===== config.mk =====
export PLATFORM = sky130hd
export DESIGN_NAME = add_pipe
export DESIGN_NICKNAME = d
export VERILOG_FILES = /design/src/rtl/add_pkg.sv /design/src/rtl/add_slice.sv /design/src/rtl/add_pipe.sv
export SDC_FILE = /design/constraint.sdc
export NUM_CORES = 1
export LEC_CHECK = 0
export CAP_MARGIN = 10
export CORE_UTILIZATION = 44
export DETAILED_ROUTE_END_ITERATION = 8
export PLACE_DENSITY = 0.73
export SETUP_SLACK_MARGIN = 0.1
export SYNTH_ARGS = -nofsm -noshare
export SYNTH_HDL_FRONTEND = slang
export SYNTH_SLANG_ARGS = --single-unit
export TNS_END_PERCENT = 100

===== constraint.sdc =====
create_clock -name Clk -period 1.4 [get_ports Clk]
set_input_delay 0.28 -clock Clk [delete_from_list [all_inputs] [get_ports Clk]]
set_output_delay 0.28 -clock Clk [all_outputs]
set_load 0.01 [all_outputs]

===== src/rtl/add_pkg.sv =====
// Shared constants and saturation helpers for the pipelined adder family.
package add_pkg;

  localparam int ADD_MODE_WRAP  = 0;
  localparam int ADD_MODE_USAT  = 1;
  localparam int ADD_MODE_SSAT  = 2;

  localparam int ADD_STAGES_MIN = 1;
  localparam int ADD_STAGES_MAX = 4;

  // Helpers return a wide vector; callers truncate to their own width.
  localparam int ADD_MAX_W      = 128;

  function automatic logic [ADD_MAX_W-1:0] add_umax(input int w);
    logic [ADD_MAX_W-1:0] r;
    for (int i = 0; i < ADD_MAX_W; i++) r[i] = (i < w);
    return r;
  endfunction

  function automatic logic [ADD_MAX_W-1:0] add_smax(input int w);
    logic [ADD_MAX_W-1:0] r;
    for (int i = 0; i < ADD_MAX_W; i++) r[i] = (i < w - 1);
    return r;
  endfunction

  function automatic logic [ADD_MAX_W-1:0] add_smin(input int w);
    logic [ADD_MAX_W-1:0] r;
    for (int i = 0; i < ADD_MAX_W; i++) r[i] = (i == w - 1);
    return r;
  endfunction

endpackage


===== src/rtl/add_slice.sv =====
// One carry-chain slice: W-bit add with carry in and carry out.
module add_slice #(
  parameter int W = 4
) (
  input  logic [W-1:0] i_a,
  input  logic [W-1:0] i_b,
  input  logic         i_cin,
  output logic [W-1:0] o_sum,
  output logic         o_cout
);

  assign {o_cout, o_sum} = {1'b0, i_a} + {1'b0, i_b} + {{W{1'b0}}, i_cin};

endmodule


===== src/rtl/add_pipe.sv =====
// Pipelined adder: DATAWIDTH carry chain split over STAGES registered slices, valid/ready on both sides.
// Define ADD_PIPE_OVF_EN to add the ovf output that travels with each result.
module add_pipe
  import add_pkg::*;
#(
  parameter int DATAWIDTH = 8,
  parameter int STAGES    = 2,
  parameter int MODE      = 0
) (
  input  logic                 Clk,
  input  logic                 Rst_n,
  input  logic [DATAWIDTH-1:0] a,
  input  logic [DATAWIDTH-1:0] b,
  input  logic                 in_valid,
  output logic                 in_ready,
  output logic [DATAWIDTH-1:0] sum,
  output logic                 cout,
  output logic                 out_valid,
  input  logic                 out_ready
`ifdef ADD_PIPE_OVF_EN
  ,
  output logic                 ovf
`endif
);

  localparam int W = DATAWIDTH / STAGES;
  localparam int L = STAGES - 1;

  localparam logic [DATAWIDTH-1:0] UMAX = DATAWIDTH'(add_umax(DATAWIDTH));
  localparam logic [DATAWIDTH-1:0] SMAX = DATAWIDTH'(add_smax(DATAWIDTH));
  localparam logic [DATAWIDTH-1:0] SMIN = DATAWIDTH'(add_smin(DATAWIDTH));

  if (STAGES < ADD_STAGES_MIN || STAGES > ADD_STAGES_MAX) begin : g_bad_stages
    $error("add_pipe: STAGES out of range");
  end
  if (DATAWIDTH % STAGES != 0) begin : g_bad_width
    $error("add_pipe: DATAWIDTH must be a multiple of STAGES");
  end
  if (DATAWIDTH > ADD_MAX_W) begin : g_too_wide
    $error("add_pipe: DATAWIDTH exceeds helper width");
  end

  logic [STAGES-1:0]                r_v;
  logic [STAGES-1:0]                r_c;
  logic [STAGES-1:0][DATAWIDTH-1:0] r_a;
  logic [STAGES-1:0][DATAWIDTH-1:0] r_b;
  logic [STAGES-1:0][DATAWIDTH-1:0] r_s;

  logic [STAGES-1:0]                w_ld;
  logic [STAGES-1:0]                w_in_v;
  logic [STAGES-1:0]                w_src_c;
  logic [STAGES-1:0]                w_slice_co;
  logic [STAGES-1:0][DATAWIDTH-1:0] w_src_a;
  logic [STAGES-1:0][DATAWIDTH-1:0] w_src_b;
  logic [STAGES-1:0][DATAWIDTH-1:0] w_src_s;
  logic [STAGES-1:0][DATAWIDTH-1:0] w_s_nxt;
  logic [STAGES-1:0][W-1:0]         w_slice_sum;
  logic [DATAWIDTH-1:0]             w_raw;
  logic [DATAWIDTH-1:0]             w_sat;
  logic                             w_ovf_s;
  logic                             w_ovf_sel;

  // A stage can load unless it and every stage after it are full with the output stalled.
  always_comb begin
    logic w_full;
    w_ld = '0;
    for (int k = 0; k < STAGES; k++) begin
      w_full = 1'b1;
      for (int j = k; j < STAGES; j++) w_full = w_full & r_v[j];
      w_ld[k] = out_ready || !w_full;
    end
  end

  assign in_ready = Rst_n && w_ld[0];

  always_comb begin
    w_src_a[0] = a;
    w_src_b[0] = b;
    w_src_s[0] = '0;
    w_src_c[0] = 1'b0;
    w_in_v[0]  = in_valid && in_ready;
    for (int k = 1; k < STAGES; k++) begin
      w_src_a[k] = r_a[k-1];
      w_src_b[k] = r_b[k-1];
      w_src_s[k] = r_s[k-1];
      w_src_c[k] = r_c[k-1];
      w_in_v[k]  = r_v[k-1];
    end
  end

  for (genvar k = 0; k < STAGES; k++) begin : g_slice
    add_slice #(.W(W)) u_slice (
      .i_a    (w_src_a[k][k*W +: W]),
      .i_b    (w_src_b[k][k*W +: W]),
      .i_cin  (w_src_c[k]),
      .o_sum  (w_slice_sum[k]),
      .o_cout (w_slice_co[k])
    );
  end

  always_comb begin
    for (int k = 0; k < STAGES; k++) begin
      w_s_nxt[k]           = w_src_s[k];
      w_s_nxt[k][k*W +: W] = w_slice_sum[k];
    end
    w_raw     = w_s_nxt[L];
    w_ovf_s   = (w_src_a[L][DATAWIDTH-1] == w_src_b[L][DATAWIDTH-1]) &&
                (w_raw[DATAWIDTH-1] != w_src_a[L][DATAWIDTH-1]);
    w_sat     = w_raw;
    w_ovf_sel = w_slice_co[L];
    case (MODE)
      ADD_MODE_USAT: begin
        if (w_slice_co[L]) w_sat = UMAX;
      end
      ADD_MODE_SSAT: begin
        w_ovf_sel = w_ovf_s;
        if (w_ovf_s) w_sat = w_src_a[L][DATAWIDTH-1] ? SMIN : SMAX;
      end
      default: ;
    endcase
  end

  always_ff @(posedge Clk or negedge Rst_n) begin
    if (!Rst_n) begin
      r_v <= '0;
      r_c <= '0;
      r_a <= '0;
      r_b <= '0;
      r_s <= '0;
    end else begin
      for (int k = 0; k < STAGES; k++) begin
        if (w_ld[k]) begin
          r_v[k] <= w_in_v[k];
          if (w_in_v[k]) begin
            r_a[k] <= w_src_a[k];
            r_b[k] <= w_src_b[k];
            r_c[k] <= w_slice_co[k];
            r_s[k] <= (k == L) ? w_sat : w_s_nxt[k];
          end
        end
      end
    end
  end

  assign sum       = r_s[L];
  assign cout      = r_c[L];
  assign out_valid = r_v[L];

`ifdef ADD_PIPE_OVF_EN
  logic r_ovf;

  always_ff @(posedge Clk or negedge Rst_n) begin
    if (!Rst_n) begin
      r_ovf <= 1'b0;
    end else if (w_ld[L] && w_in_v[L]) begin
      r_ovf <= w_ovf_sel;
    end
  end

  assign ovf = r_ovf;
`endif

  // Already-consumed operand bits and the last stage's operand copy are never read.
  logic w_unused;
  assign w_unused = ^{r_a, r_b, w_src_a, w_src_b, w_ovf_s, w_ovf_sel};

endmodule


======== Word level (Yosys, flattened, before mapping) ========
Cells that the tools add are included.
operators by class
  add/subtract/negate cells ............... 3
  bitwise logic cells ..................... 1
  reductions and logical operators ........ 8
operators with widths
  cell                                    number
  4-bit by 4-bit adder with 5-bit output  2
  5-bit by 1-bit adder with 5-bit output  1
  2-bit AND reduction                     2
  1-bit logical AND                       2
  1-bit logical NOT                       2
  1-bit logical OR                        2
  1-bit AND                               1
word-level totals
  register bits after elaboration ......... 32
  bits of input ports ..................... 20
  output and inout port bits .............. 11
  logic and storage cells ................. 20

======== Longest topological paths before layout ========
  depth after elaboration ................. 6
  depth in mapped cells ................... 6
  depth with buffers taken out ............ 6

======== Cells and area by module ========
Synthesis repeated with hierarchy kept, for this count alone.
second synthesis, totals
  cells, all modules ...................... 96
  area total of the unflattened synthesis .. 1311.3 um^2
modules (own cells, without submodules)
  module     instances  cells each  area an instance (um^2)  sequential area each (um^2)
  add_pipe   1          64          1023.5                   600.6
  add_slice  2          16          143.9                    0.0

======== Least setup slack after synthesis ========
OpenSTA, ideal clock, no wires.
  path type ............................... reg-to-reg
  start point ............................. register r_c[0]
  end point ............................... register r_s (netlist bit sum[5])
  library setup time ...................... 83 ps
  arrival ................................. 1406 ps
  required time ........................... 1317 ps
  setup slack ............................. -90 ps
  cell stages (with the launch flop) ...... 5
  buffers on the path ..................... 0
  period minus slack after synthesis ...... 1490 ps
  cells stage by stage .................... dfrtp_1 fa_1 inv_1 fa_1 o21ai_0
on the way
  cells in the longest elaborated chain, start to end .. 1
ends and longest elaborated chain
  element                                 line             RTL
  from (decl)                             add_pipe.sv:44   logic [STAGES-1:0] r_c;
  from (signal, indexed assignment)       add_pipe.sv:137  r_c[k] <= w_slice_co[k];
  5-bit by 1-bit adder with 5-bit output  add_slice.sv:12  assign {o_cout, o_sum} = {1'b0, i_a} + {1'b0, i_b} + {{W{1'b0}}, i_cin};
  to (signal, indexed assignment)         add_pipe.sv:138  r_s[k] <= (k == L) ? w_sat : w_s_nxt[k];
  to (decl)                               add_pipe.sv:47   logic [STAGES-1:0][DATAWIDTH-1:0] r_s;
No other way between the ends.
A chain may end at the register's enable or synchronous reset.

======== Worst setup path after layout ========
  start point ............................. register r_c[0]
  end point ............................... register r_c[1]
on the way
  cells in the longest elaborated chain, start to end .. 1
ends and longest elaborated chain
  element                                 line
  5-bit by 1-bit adder with 5-bit output  add_slice.sv:12
No other way between the ends.

==> results.toml <==
[worst_setup_path]
cpMostUsedCell = "fa_2"
critPathKind = "reg2reg"
end_kind = "flop"
worstPathArrival_ns = 1.77
slowest_delay_ns = 0.43
cpMaxStageDelayCell = "dfrtp_1"
crit_fanout = 2
start_kind = "flop"
crit_family = "adder cells"
reg2reg_to = "r_c[1]"
path_buf_inv = 1
r2r_cells = 6
rr_startpoint = "r_c[0]"
crit_chain = "fa_2, inv_2, fa_2, nor2b_1, o21ai_1, a21oi_1"
critPathRequiredTime_ns = 1.62
regToRegSetupSlack_ns = -0.15

[synthesis]
yosys_warnings = 0
synth_area_leaders = "dfrtp_1 (46%), mux2_4 (8.1%), ha_1 (6.8%), fa_1 (4.6%), buf_4 (4.6%)"
yosysUniqueCellTypes = 31
ys_seq_area_share_pct = 46.4
synth.avg_cell_area_um2 = 12.0
synth_area_um2 = 1290
synth_top_area_share_pct = 46.4
syn_inst = 108
yosysTopAreaCell = "dfrtp_1"
synth-seq-cells = 24
synth_nets = 138

[layout]
instances_no_fill = 184
final_nets = 184
mostFrequentLayoutCells = "dfrtp_1 (24), buf_4 (16), clkdlybuf4s50_1 (14)"
antennaDiodeCount = 0
final_common_cell = "dfrtp_1"
final_layout_size_suffix_gt1_share_pct = 39.9
finish.instance_area_um2 = 1860
area_growth_pct = 43.8

[sta]
finalClockSkew_ns = 0.00308
relSlewSlack_pct = 79.3
drv_slew = 0
setup_viol = 5
finalCritPeriodShare_pct = 111
timing.final.hold_violations = 0
worstMarginPinSlew_ns = 0.309
max_freq_mhz = 646
fin_crit_ns = 1.55
rsz0062_at_grt = "true"
setup_ws_ns = -0.148

[detailed_routing]
drt_iter0_drc = 16
wl_um = 2780
drc = 0
drtPass1Iterations = 4
postRouteAntennaNets = 0
wl_per_cell_um = 15.1
drt-vias-per-instance = 5.17
vias = 951

[global_routing]
antenna_found_initial = 0
track_usage_pct = 19.4
grt_pass1_vias = 1036
overflow = 0
grt_pass1_wl_um = 4610
grt_max_degree = 20

[place]
gp_congestion = 0.788
hpwl_um = 1930
port_buffers = 30
dp.cells = 168
place_area_um2 = 1630
dp_slack_ns = -0.443

[floorplan]
dieHeight_um = 56.3
die_x_um = 56.3
ioPinCount = 31
die_area_um2 = 3160
design.core.area_um2 = 2780
start_util_pct = 46.6
num_rows = 19

[clocking]
path_clk_slew_ns = 0.14
cts_inserted_buffers = 3
clock_path_buffers = 2
htree_levels = 1
clkSinkCount = 24
insertion_delay_ns = 0.33
cts_tree = "done"
cts_root_buf = "clkbuf_4"

[outcome]
violations = "setup timing"
status = "finished, violations left"

[worst_hold_path]
hp-class = "in2async"

[run]
cap_violations = 0

[power]
p_leak_nw = 0.871
irDropWorstVdd_mv = 1.02
power_density_nw_per_um2 = 1330
-- state kept, by name (all words and copies together), names as in the netlist --
name / count
r_a: 4
r_s: 4
r_v: 2
r_c: 2
sum: 8
r_b: 4
-- per-stage QoR --
step	setup TNS [ns]	power [W]	hold slack [ns]	util, %
2_1_floorplan	-0.00270	0.00157	-0.0156	-
3_5_place_dp	-6.53	0.00186	0.493	58.5
3_3_place_gp	-5.87	0.00182	0.492	58.5
6_report	-0.349	0.00247	0.336	66.9
5_1_grt	-0.767	0.00263	0.333	66.9
4_1_cts	-0.372	0.00237	0.327	62.8
-- cell usage after synthesis --
cell / count
and2_1: 1
a21boi_0: 1
nor3_1: 1
and3b_1: 1
nor2_1: 1
buf_4: 8
nand3_1: 3
o21ai_0: 11
and2_0: 1
o21ba_2: 1
and2_4: 1
nand2b_1: 1
a211oi_1: 1
nand2_1: 4
fa_1: 3
a31oi_1: 1
o31ai_1: 2
ha_1: 7
a21oi_1: 4
buf_6: 1
xor2_1: 1
dfrtp_1: 24
xnor2_1: 1
nand3b_4: 1
mux2_4: 7
inv_1: 9
mux2_2: 5
a21bo_2: 1
mux2i_1: 1
nor2b_1: 3
nor3b_1: 1
-- logic make-up after synthesis --
group / count (synthesis) / share of synthesized area (%)
buffers and inverters: 18 / 8.12
adder cells (fa/ha/maj): 10 / 11.4
AND/OR/NAND/NOR: 19 / 9.37
XOR/XNOR: 2 / 1.35
multiplexers: 13 / 13.2
flip-flops: 24 / 46.4
AO/OA/AOI/OAI: 22 / 10.1
-- power by group --
| part | switching [W] | leakage [nW] | internal (W) |
|---|---|---|---|
| Sequential | 0.000109 | 0.287 | 0.000883 |
| Clock | 0.000229 | 0.0279 | 0.000290 |
| Combinational | 0.000391 | 0.557 | 0.000571 |
| Total | 0.000729 | 0.871 | 0.00174 |
-- worst reg2reg max path, cell delays in order (launching register included) --
cell     delay, ns
dfrtp_1       0.43
fa_2          0.41
inv_2         0.06
fa_2          0.21
nor2b_1       0.06
o21ai_1       0.17
a21oi_1       0.10
-- final cells by class --
| type | count | area, um^2 |
|---|---|---|
| clock buffers | 3 | 22.5 |
| inverters | 9 | 33.8 |
| well taps | 31 | 38.8 |
| fillers | 232 | 920 |
| clock inverters | 1 | 30.0 |
| multi-input cells | 67 | 693 |
| repair buffers | 49 | 443 |
| flip-flops and latches | 24 | 601 |
-- worst max-delay path by stage --
stage	startpoint	cells after the start	to	slack, ns
final	r_c[0]	6	r_c[1]	-0.15
after CTS	r_c[0]	4	sum[5]	-0.13
after detailed placement	out_ready	4	in_ready	-0.44
after global placement	out_ready	4	in_ready	-0.43
after global routing	r_c[0]	6	r_c[1]	-0.21
after floorplan	r_a[4]	4	sum[5]	-0.003
-- routing by layer --
layer  vias to the layer above  wire, um  GRT usage, %  part of all wire, %
met5                         -         0             0                    0
met4                         0        41          7.32                  1.5
met3                         5       116          3.46                  4.2
met2                        24      1450          34.9                   52
met1                       470      1170          23.1                   42
li1                        452         -             -                    -
-- what timing repair did --
action / in CTS / in global routing
gates cloned: 1 / 0
pin swaps: 7 / 4
gates resized for setup: 38 / 22
hold buffers: 0 / 0
buffers inserted: 7 / 4
setup endpoints to repair: 30 / 27
Note: power is estimated with default switching activity, not from simulation.
